**src/rtl/ysyx_23060236_mmu_pkg.sv**
```systemverilog
// Shared Sv32 definitions for the MMU: walker state encoding, PTE bit positions
// and virtual/physical field widths.
package ysyx_23060236_mmu_pkg;

  typedef enum logic [2:0] {
    ST_IDLE    = 3'd0,
    ST_L1_REQ  = 3'd1,
    ST_L1_WAIT = 3'd2,
    ST_L0_REQ  = 3'd3,
    ST_L0_WAIT = 3'd4,
    ST_RESP    = 3'd5
  } mmu_state_e;

  localparam int PTE_V       = 0;
  localparam int PTE_R       = 1;
  localparam int PTE_W       = 2;
  localparam int PTE_X       = 3;
  localparam int PTE_PPN_LSB = 10;

  localparam int VPN_W  = 20;
  localparam int VPN1_W = 10;
  localparam int VPN0_W = 10;
  localparam int OFF_W  = 12;
  localparam int PPN_W  = 20;

  // Not valid, or the reserved write-without-read encoding.
  function automatic logic pte_malformed(input logic v, input logic r, input logic w);
    return (!v) || ((!r) && w);
  endfunction

  function automatic logic pte_is_leaf(input logic r, input logic x);
    return r | x;
  endfunction

endpackage

```
**src/rtl/ysyx_23060236_mmu_if.sv**
```systemverilog
// Translation request/response and PTE memory port bundle for the MMU.
interface ysyx_23060236_mmu_if;
  import ysyx_23060236_mmu_pkg::*;

  logic        req_valid;
  logic        req_ready;
  logic [31:0] req_vaddr;
  logic        resp_valid;
  logic        resp_ready;
  logic [31:0] resp_paddr;
  logic        resp_fault;
  logic        pte_req_valid;
  logic        pte_req_ready;
  logic [31:0] pte_req_addr;
  logic        pte_resp_valid;
  logic [31:0] pte_resp_data;

  modport slave (
    input  req_valid, req_vaddr, resp_ready, pte_req_ready, pte_resp_valid, pte_resp_data,
    output req_ready, resp_valid, resp_paddr, resp_fault, pte_req_valid, pte_req_addr
  );

  modport master (
    output req_valid, req_vaddr, resp_ready, pte_req_ready, pte_resp_valid, pte_resp_data,
    input  req_ready, resp_valid, resp_paddr, resp_fault, pte_req_valid, pte_req_addr
  );
endinterface

```
**src/rtl/ysyx_23060236_tlb.sv**
```systemverilog
// Fully-associative TLB: combinational lookup, invalid-first / round-robin fill,
// and a whole-array flush that overrides a same-cycle fill.
module ysyx_23060236_tlb
  import ysyx_23060236_mmu_pkg::*;
#(
  parameter int TLB_ENTRIES = 4
) (
  input  logic             clock,
  input  logic             reset,
  input  logic             flush,
  input  logic [VPN_W-1:0] lookup_vpn,
  output logic             hit,
  output logic [PPN_W-1:0] hit_ppn,
  input  logic             fill_en,
  input  logic [VPN_W-1:0] fill_vpn,
  input  logic [PPN_W-1:0] fill_ppn
);
  localparam int IDX_W = (TLB_ENTRIES > 1) ? $clog2(TLB_ENTRIES) : 1;

  logic [TLB_ENTRIES-1:0] valid_r;
  logic [VPN_W-1:0]       vpn_r [TLB_ENTRIES];
  logic [PPN_W-1:0]       ppn_r [TLB_ENTRIES];
  logic [IDX_W-1:0]       rr_r;
  logic [IDX_W-1:0]       victim_s;

  // Lookup: scan from the top so the lowest matching index wins.
  always_comb begin
    hit     = 1'b0;
    hit_ppn = '0;
    for (int i = TLB_ENTRIES - 1; i >= 0; i--) begin
      hit_ppn = (valid_r[i] && (vpn_r[i] == lookup_vpn)) ? ppn_r[i] : hit_ppn;
      hit     = hit | (valid_r[i] && (vpn_r[i] == lookup_vpn));
    end
  end

  // Victim choice: lowest-index invalid entry, else the round-robin pointer.
  always_comb begin
    victim_s = rr_r;
    for (int i = TLB_ENTRIES - 1; i >= 0; i--) begin
      victim_s = valid_r[i] ? victim_s : IDX_W'(i);
    end
  end

  // Entry storage; rr advances on every fill, flush is applied last so it wins.
  always_ff @(posedge clock) begin
    if (reset) begin
      valid_r <= '0;
      rr_r    <= '0;
      for (int i = 0; i < TLB_ENTRIES; i++) begin
        vpn_r[i] <= '0;
        ppn_r[i] <= '0;
      end
    end else begin
      if (fill_en) begin
        vpn_r[victim_s]   <= fill_vpn;
        ppn_r[victim_s]   <= fill_ppn;
        valid_r[victim_s] <= 1'b1;
        rr_r              <= rr_r + IDX_W'(1);
      end
      if (flush) begin
        valid_r <= '0;
      end
    end
  end
endmodule

```
**src/rtl/ysyx_23060236_mmu.sv**
```systemverilog
// Sv32 MMU top: bypass / TLB hit in one cycle, otherwise a two-level page-table
// walk over the dedicated PTE port, with all outputs registered.
module ysyx_23060236_mmu
  import ysyx_23060236_mmu_pkg::*;
#(
  parameter int TLB_ENTRIES = 4
) (
  input  logic              clock,
  input  logic              reset,
  input  logic              mmu_on,
  input  logic [PPN_W-1:0]  ppn,
  input  logic              tlb_flush,
  ysyx_23060236_mmu_if.slave bus
);
  mmu_state_e        state_r, state_s;
  logic [31:0]       vaddr_r, vaddr_s;
  logic              stale_r, stale_s;
  logic              req_ready_r, req_ready_s;
  logic              resp_valid_r, resp_valid_s;
  logic [31:0]       resp_paddr_r, resp_paddr_s;
  logic              resp_fault_r, resp_fault_s;
  logic              pte_req_valid_r, pte_req_valid_s;
  logic [31:0]       pte_req_addr_r, pte_req_addr_s;

  logic              tlb_hit_s;
  logic [PPN_W-1:0]  tlb_ppn_s;
  logic              fill_en_s;
  logic [PPN_W-1:0]  fill_ppn_s;
  logic              walking_s;

  logic [VPN_W-1:0]  vpn_s;
  logic [VPN0_W-1:0] vpn0_s;
  logic [OFF_W-1:0]  off_s;
  logic [31:0]       pte_s;
  logic [PPN_W-1:0]  pte_ppn_s;
  logic [VPN1_W-1:0] pte_ppn1_s;
  logic [VPN0_W-1:0] pte_ppn0_s;
  logic              unused_s;

  assign vpn_s      = vaddr_r[31 -: VPN_W];
  assign vpn0_s     = vpn_s[VPN0_W-1:0];
  assign off_s      = vaddr_r[OFF_W-1:0];
  assign pte_s      = bus.pte_resp_data;
  assign pte_ppn_s  = pte_s[PTE_PPN_LSB +: PPN_W];
  assign pte_ppn1_s = pte_ppn_s[PPN_W-1 -: VPN1_W];
  assign pte_ppn0_s = pte_ppn_s[VPN0_W-1:0];
  // Upper PPN bits and U/G/A/D/RSW carry no meaning here.
  assign unused_s   = ^{pte_s[31:30], pte_s[9:4]};
  assign walking_s  = (state_r == ST_L1_REQ) || (state_r == ST_L1_WAIT) ||
                      (state_r == ST_L0_REQ) || (state_r == ST_L0_WAIT);

  assign bus.req_ready     = req_ready_r;
  assign bus.resp_valid    = resp_valid_r;
  assign bus.resp_paddr    = resp_paddr_r;
  assign bus.resp_fault    = resp_fault_r;
  assign bus.pte_req_valid = pte_req_valid_r;
  assign bus.pte_req_addr  = pte_req_addr_r;

  ysyx_23060236_tlb #(.TLB_ENTRIES(TLB_ENTRIES)) u_tlb (
    .clock      (clock),
    .reset      (reset),
    .flush      (tlb_flush),
    .lookup_vpn (bus.req_vaddr[31 -: VPN_W]),
    .hit        (tlb_hit_s),
    .hit_ppn    (tlb_ppn_s),
    .fill_en    (fill_en_s),
    .fill_vpn   (vpn_s),
    .fill_ppn   (fill_ppn_s)
  );

  // Walker next-state and next values of every registered output.
  always_comb begin
    state_s         = state_r;
    vaddr_s         = vaddr_r;
    stale_s         = stale_r | (tlb_flush & walking_s);
    resp_valid_s    = resp_valid_r;
    resp_paddr_s    = resp_paddr_r;
    resp_fault_s    = resp_fault_r;
    pte_req_valid_s = 1'b0;
    pte_req_addr_s  = pte_req_addr_r;
    fill_en_s       = 1'b0;
    fill_ppn_s      = '0;

    case (state_r)
      ST_IDLE: begin
        if (bus.req_valid) begin
          vaddr_s = bus.req_vaddr;
          stale_s = 1'b0;
          if (!mmu_on) begin
            state_s      = ST_RESP;
            resp_valid_s = 1'b1;
            resp_paddr_s = bus.req_vaddr;
            resp_fault_s = 1'b0;
          end else if (tlb_hit_s) begin
            state_s      = ST_RESP;
            resp_valid_s = 1'b1;
            resp_paddr_s = {tlb_ppn_s, bus.req_vaddr[OFF_W-1:0]};
            resp_fault_s = 1'b0;
          end else begin
            state_s         = ST_L1_REQ;
            pte_req_valid_s = 1'b1;
            pte_req_addr_s  = {ppn, bus.req_vaddr[31 -: VPN1_W], 2'b00};
          end
        end else begin
          state_s = ST_IDLE;
        end
      end
      ST_L1_REQ: begin
        if (bus.pte_req_ready) begin
          state_s = ST_L1_WAIT;
        end else begin
          pte_req_valid_s = 1'b1;
        end
      end
      ST_L1_WAIT: begin
        if (!bus.pte_resp_valid) begin
          state_s = ST_L1_WAIT;
        end else if (pte_malformed(pte_s[PTE_V], pte_s[PTE_R], pte_s[PTE_W]) ||
                     (pte_is_leaf(pte_s[PTE_R], pte_s[PTE_X]) && (pte_ppn0_s != 10'd0))) begin
          state_s      = ST_RESP;
          resp_valid_s = 1'b1;
          resp_paddr_s = 32'd0;
          resp_fault_s = 1'b1;
        end else if (pte_is_leaf(pte_s[PTE_R], pte_s[PTE_X])) begin
          state_s      = ST_RESP;
          resp_valid_s = 1'b1;
          resp_paddr_s = {pte_ppn1_s, vpn0_s, off_s};
          resp_fault_s = 1'b0;
          fill_en_s    = ~stale_r & ~tlb_flush;
          fill_ppn_s   = {pte_ppn1_s, vpn0_s};
        end else begin
          state_s         = ST_L0_REQ;
          pte_req_valid_s = 1'b1;
          pte_req_addr_s  = {pte_ppn_s, vpn0_s, 2'b00};
        end
      end
      ST_L0_REQ: begin
        if (bus.pte_req_ready) begin
          state_s = ST_L0_WAIT;
        end else begin
          pte_req_valid_s = 1'b1;
        end
      end
      ST_L0_WAIT: begin
        if (!bus.pte_resp_valid) begin
          state_s = ST_L0_WAIT;
        end else if (pte_malformed(pte_s[PTE_V], pte_s[PTE_R], pte_s[PTE_W]) ||
                     !pte_is_leaf(pte_s[PTE_R], pte_s[PTE_X])) begin
          state_s      = ST_RESP;
          resp_valid_s = 1'b1;
          resp_paddr_s = 32'd0;
          resp_fault_s = 1'b1;
        end else begin
          state_s      = ST_RESP;
          resp_valid_s = 1'b1;
          resp_paddr_s = {pte_ppn_s, off_s};
          resp_fault_s = 1'b0;
          fill_en_s    = ~stale_r & ~tlb_flush;
          fill_ppn_s   = pte_ppn_s;
        end
      end
      ST_RESP: begin
        if (bus.resp_ready) begin
          state_s      = ST_IDLE;
          resp_valid_s = 1'b0;
        end else begin
          state_s = ST_RESP;
        end
      end
      default: begin
        state_s      = ST_IDLE;
        resp_valid_s = 1'b0;
      end
    endcase

    req_ready_s = (state_s == ST_IDLE);
  end

  // State and output registers.
  always_ff @(posedge clock) begin
    if (reset) begin
      state_r         <= ST_IDLE;
      vaddr_r         <= 32'd0;
      stale_r         <= 1'b0;
      req_ready_r     <= 1'b1;
      resp_valid_r    <= 1'b0;
      resp_paddr_r    <= 32'd0;
      resp_fault_r    <= 1'b0;
      pte_req_valid_r <= 1'b0;
      pte_req_addr_r  <= 32'd0;
    end else begin
      state_r         <= state_s;
      vaddr_r         <= vaddr_s;
      stale_r         <= stale_s;
      req_ready_r     <= req_ready_s;
      resp_valid_r    <= resp_valid_s;
      resp_paddr_r    <= resp_paddr_s;
      resp_fault_r    <= resp_fault_s;
      pte_req_valid_r <= pte_req_valid_s;
      pte_req_addr_r  <= pte_req_addr_s;
    end
  end
endmodule

```
**src/flat_wrapper.sv**
```systemverilog
// flat-port wrapper written by rule: the top's interface ports become plain ports
module ysyx_23060236_mmu_flat import ysyx_23060236_mmu_pkg::*;
#(
  parameter int TLB_ENTRIES = 4
)
  (clock, reset, mmu_on, ppn, tlb_flush, bus_req_valid, bus_req_vaddr, bus_resp_ready, bus_pte_req_ready, bus_pte_resp_valid, bus_pte_resp_data, bus_req_ready, bus_resp_valid, bus_resp_paddr, bus_resp_fault, bus_pte_req_valid, bus_pte_req_addr);
  ysyx_23060236_mmu_if bus_i ();
  input  logic clock;
  input  logic reset;
  input  logic mmu_on;
  input  logic [PPN_W-1:0] ppn;
  input  logic tlb_flush;
  input wire logic [$bits(bus_i.req_valid)-1:0] bus_req_valid;
  input wire logic [$bits(bus_i.req_vaddr)-1:0] bus_req_vaddr;
  input wire logic [$bits(bus_i.resp_ready)-1:0] bus_resp_ready;
  input wire logic [$bits(bus_i.pte_req_ready)-1:0] bus_pte_req_ready;
  input wire logic [$bits(bus_i.pte_resp_valid)-1:0] bus_pte_resp_valid;
  input wire logic [$bits(bus_i.pte_resp_data)-1:0] bus_pte_resp_data;
  output wire logic [$bits(bus_i.req_ready)-1:0] bus_req_ready;
  output wire logic [$bits(bus_i.resp_valid)-1:0] bus_resp_valid;
  output wire logic [$bits(bus_i.resp_paddr)-1:0] bus_resp_paddr;
  output wire logic [$bits(bus_i.resp_fault)-1:0] bus_resp_fault;
  output wire logic [$bits(bus_i.pte_req_valid)-1:0] bus_pte_req_valid;
  output wire logic [$bits(bus_i.pte_req_addr)-1:0] bus_pte_req_addr;
  assign bus_i.req_valid = bus_req_valid;
  assign bus_i.req_vaddr = bus_req_vaddr;
  assign bus_i.resp_ready = bus_resp_ready;
  assign bus_i.pte_req_ready = bus_pte_req_ready;
  assign bus_i.pte_resp_valid = bus_pte_resp_valid;
  assign bus_i.pte_resp_data = bus_pte_resp_data;
  assign bus_req_ready = bus_i.req_ready;
  assign bus_resp_valid = bus_i.resp_valid;
  assign bus_resp_paddr = bus_i.resp_paddr;
  assign bus_resp_fault = bus_i.resp_fault;
  assign bus_pte_req_valid = bus_i.pte_req_valid;
  assign bus_pte_req_addr = bus_i.pte_req_addr;
  ysyx_23060236_mmu #(.TLB_ENTRIES(TLB_ENTRIES)) u_core (.clock(clock), .reset(reset), .mmu_on(mmu_on), .ppn(ppn), .tlb_flush(tlb_flush), .bus(bus_i));
endmodule
```
**config.mk**
```make
export PLATFORM = sky130hd
export DESIGN_NAME = ysyx_23060236_mmu_flat
export DESIGN_NICKNAME = d
export VERILOG_FILES = /design/src/rtl/ysyx_23060236_mmu_pkg.sv /design/src/rtl/ysyx_23060236_mmu_if.sv /design/src/rtl/ysyx_23060236_tlb.sv /design/src/rtl/ysyx_23060236_mmu.sv /design/src/flat_wrapper.sv
export SDC_FILE = /design/constraint.sdc
export NUM_CORES = 1
export LEC_CHECK = 0
export CORE_ASPECT_RATIO = 0.7
export CORE_MARGIN = 5
export CORE_UTILIZATION = 58
export CTS_BUF_LIST = sky130_fd_sc_hd__clkbuf_8
export DETAILED_ROUTE_END_ITERATION = 8
export PLACE_DENSITY = 0.92
export SETUP_SLACK_MARGIN = 0.3
export SYNTH_ARGS = -nofsm -noshare
export SYNTH_HDL_FRONTEND = slang
export SYNTH_SLANG_ARGS = --single-unit
```
**constraint.sdc**
```tcl
create_clock -name clock -period 5.95 [get_ports clock]
set_input_delay 0.8925 -clock clock [delete_from_list [all_inputs] [get_ports clock]]
set_output_delay 0.8925 -clock clock [all_outputs]
set_load 0.005 [all_outputs]
```
==> flow_summary.yaml <==
run_status:
  status: "finished clean"
finish:
  areaGrowthSynthToFinish_pct: 16.43
  stdcell_count: 1732
  nets: 1482
  drive_gt1_share_pct: 13.31
  fin_util_pct: 69.02
  n_fill_cell: 1613
  diodes: 0
grt:
  grt_overflow: 0
  grt_first_pass_wirelength_um: 63330
  grt_pass1_vias: 11000
  grt_usage_pct: 31.43
  antenna_found_initial: 0
  grt_max_degree: 71
worst_setup_path:
  r2r-start: "u_core.state_r[1]$_SDFF_PP0_"
  cp.required_ns: 6.16
  worstRegToRegCells: 9
  r2r_slack_ns: 2.30
  cp_max_fo: 30
  arrival_ns: 4.48
  criticalPathCategory: "in -> reg"
  end_kind: "register"
  reg2reg_to: "u_core.u_tlb.ppn_r[1][0]$_SDFFCE_PN0P_"
  cp-start-kind: "primary input"
sta:
  whs_ns: 0.4555
  skew_ns: 0.04628
  fin_crit_ns: 4.268
  rsz0062_at_grt: "false"
  period_share_pct: 71.73
  tightest_slew_ns: 1.097
  slew_headroom_pct: 26.86
  setup_viol_count_final: 0
  finalHoldViolations: 0
  slew_viol_final: 0
  setup_tns_ns: 0
  timing.fmax_mhz: 234.3
floorplanning:
  rows: 46
  dieArea_um2: 26500
  fp.dieH_um: 137.7
  initial_core_util_pct: 59.28
  io_pins: 160
  dieWidth_um: 192.4
  core_um2: 22790
cts:
  clock_sinks: 268
  cts_tree: "built"
  cts_buffers: 40
  htreeDepth: 2
  cts_resized: 0
  clockBufferDepth: 3
  holdBufCountCts: 0
  clock-root-buffer: "clkbuf_8"
  cts_setup_buffers: 0
  clkTransAtPathRegs_ns: 0.06
  insertion_delay_ns: 0.58
worst_hold_path:
  holdPathEnd: "u_core.vaddr_r[10]$_SDFFE_PP0P_"
  worstHoldPathType: "reg -> reg"
  min-delay-start: "u_core.vaddr_r[10]$_SDFFE_PP0P_"
  whs_path_depth: 2
power:
  p_per_area_nw_per_um2: 278.9
  power.leakage_nw: 5.464
  vdd_drop_max_v: 0.0001767
  total_power_w: 0.004387
placement:
  dp_cells: 1660
  globalplace.congestion: 0.9814
  dp_hpwl_um: 27960
  io_buffer_count: 149
logic_synthesis:
  syn_inst: 1292
  avgSynthCellArea_um2: 10.46
  muxShareOfSynthArea_pct: 0.08334
  synth-xor-area-share_pct: 5.889
  synth_cell_types: 62
  synth_warnings: 0
  synth_compound_area_share_pct: 18.52
  synth_edf_count: 160
  synth-seq-area-share_pct: 51.56
  synth-async-reset-ratio_pct: 0
  synth.cell_area_um2: 13510
  synth_top_family_by_area: "compound AO/OA/AOI/OAI gates"
  netlist.area_leader.share_pct: 35.56
  synth-simple-area-share_pct: 17.93
  ys_ff_latch: 268
  synth_adder_area_share_pct: 0
  synthFlopType: "edfxtp_1"
  ys_top_cells_by_area: "edfxtp_1 (36%), dfxtp_1 (16%), a221oi_2 (3.3%)"
  synth.largest_area_cell: "edfxtp_1"
drt:
  vias: 11260
  wl_um: 42440
  wire_per_inst_um: 24.51
  initialDrtViolationCount: 1873
  firstDrtPassIters: 8
  drc_errors: 0
  vias_per_cell: 6.503
  drtAntennaViolNets: 0
flow_run:
  drv_cap: 0
worst max-delay path: stages:
cell,delay [ns]
clkdlybuf4s50_1,0.64
nor4_1,0.50
nand4_1,0.18
a211oi_2,0.26
buf_4,0.32
nand2_1,0.46
or3_1,0.50
buf_4,0.23
nand2_1,0.12
buf_4,0.33
through the flow:
step	area, µm²	worst slack (ns)
2_1_floorplan	13520	0.4432
6_report	15730	1.682
5_1_grt	15730	1.631
3_3_place_gp	15000	1.415
3_5_place_dp	15000	1.353
4_1_cts	15730	1.935
layout make-up:
type                    instances  area (µm²)  share of cell area, %
multi-input cells             858        5777                  36.72
repair buffers                177        1699                  10.80
inverters                      45       168.9                  1.074
clock inverters                31       165.2                  1.050
flip-flops and latches        268        6967                  44.29
clock buffers                  41       564.3                  3.587
well taps                     312       390.4                  2.482
sequential cells by signal, indices dropped and copies added (netlist names), 2 cells and up:
signal and count:
u_core.bus.pte_req_addr 30, u_core.u_tlb.valid_r 4, u_core.u_tlb.rr_r 2, u_core.state_r 3, u_core.u_tlb.ppn_r 80, u_core.vaddr_r 32
u_core.bus.resp_paddr 32, u_core.u_tlb.vpn_r 80
cell families (layout without fill, tap and decap cells):
group | count (synthesis) | after routing
other cells | 1 | 2
xor+xnor | 84 | 84
compound gates | 306 | 306
flops | 268 | 268
buf+inv | 167 | 294
mux | 1 | 1
simple gates | 465 | 465
worst max path at each step:
stage,start,slack [ns],end,cells past startpoint
2_1_floorplan,bus_pte_resp_data[17],0.44,u_core.u_tlb.ppn_r[3][0]$_DFFE_PP_,7
3_3_place_gp,bus_pte_resp_data[17],1.41,u_core.u_tlb.ppn_r[1][16]$_SDFFCE_PN0P_,10
3_5_place_dp,bus_pte_resp_data[17],1.35,u_core.u_tlb.ppn_r[1][16]$_SDFFCE_PN0P_,10
4_1_cts,bus_pte_resp_data[17],1.93,u_core.u_tlb.ppn_r[1][4]$_SDFFCE_PN0P_,10
5_1_grt,bus_pte_resp_data[17],1.63,u_core.u_tlb.ppn_r[1][14]$_SDFFCE_PN0P_,10
6_report,bus_pte_resp_data[17],1.68,u_core.u_tlb.ppn_r[1][0]$_SDFFCE_PN0P_,10
cell usage in the layout, fill, tap and decap left out, types with 11 or more instances in the layout:
| cell type | instances |
|---|---|
| or3_1 | 31 |
| a221oi_2 | 30 |
| edfxtp_1 | 160 |
| nand2_1 | 107 |
| dfxtp_1 | 108 |
| nor2_1 | 114 |
| o21ai_0 | 57 |
| and3_1 | 41 |
| a21oi_1 | 82 |
| clkbuf_8 | 41 |
| a211oi_2 | 32 |
| nand4_1 | 11 |
| o2111ai_1 | 11 |
| nor3_1 | 20 |
| nand3_1 | 39 |
| clkdlybuf4s50_1 | 148 |
| buf_4 | 29 |
| xnor2_1 | 44 |
| inv_1 | 62 |
| xor2_1 | 32 |
| and2_1 | 58 |
| a22oi_1 | 22 |
synth_stat cells, types with 11 or more instances:
| cell type | count |
|---|---|
| edfxtp_1 | 160 |
| nor2_1 | 114 |
| dfxtp_1 | 108 |
| nand2_1 | 108 |
| a21oi_1 | 82 |
| clkbuf_1 | 65 |
| and2_1 | 59 |
| o21ai_0 | 58 |
| inv_1 | 45 |
| xnor2_1 | 44 |
| and3_1 | 41 |
| nand3_1 | 39 |
| xor2_1 | 32 |
| a211oi_2 | 31 |
| or3_1 | 31 |
| a221oi_2 | 30 |
| buf_2 | 25 |
| a22oi_1 | 22 |
| nor3_1 | 21 |
| buf_4 | 20 |
| a211oi_1 | 11 |
| a22o_1 | 11 |
| nand4_1 | 11 |
| o2111ai_1 | 11 |
where the power goes:
part / internal [W] / switching, W
clock network: 0.000691 / 0.000724
registers: 0.00208 / 0.0000972
logic: 0.000340 / 0.000449
total: 0.00312 / 0.00127
per-layer routing:
metal,share of wire [%],vias to the layer above,GRT usage [%]
met5,0,-,0.3846
met4,4.0,0,12.23
met3,16,153,10.21
met2,44,937,47.87
met1,36,5309,42.02
li1,-,4864,-
Power figures use the tool's default switching activity.
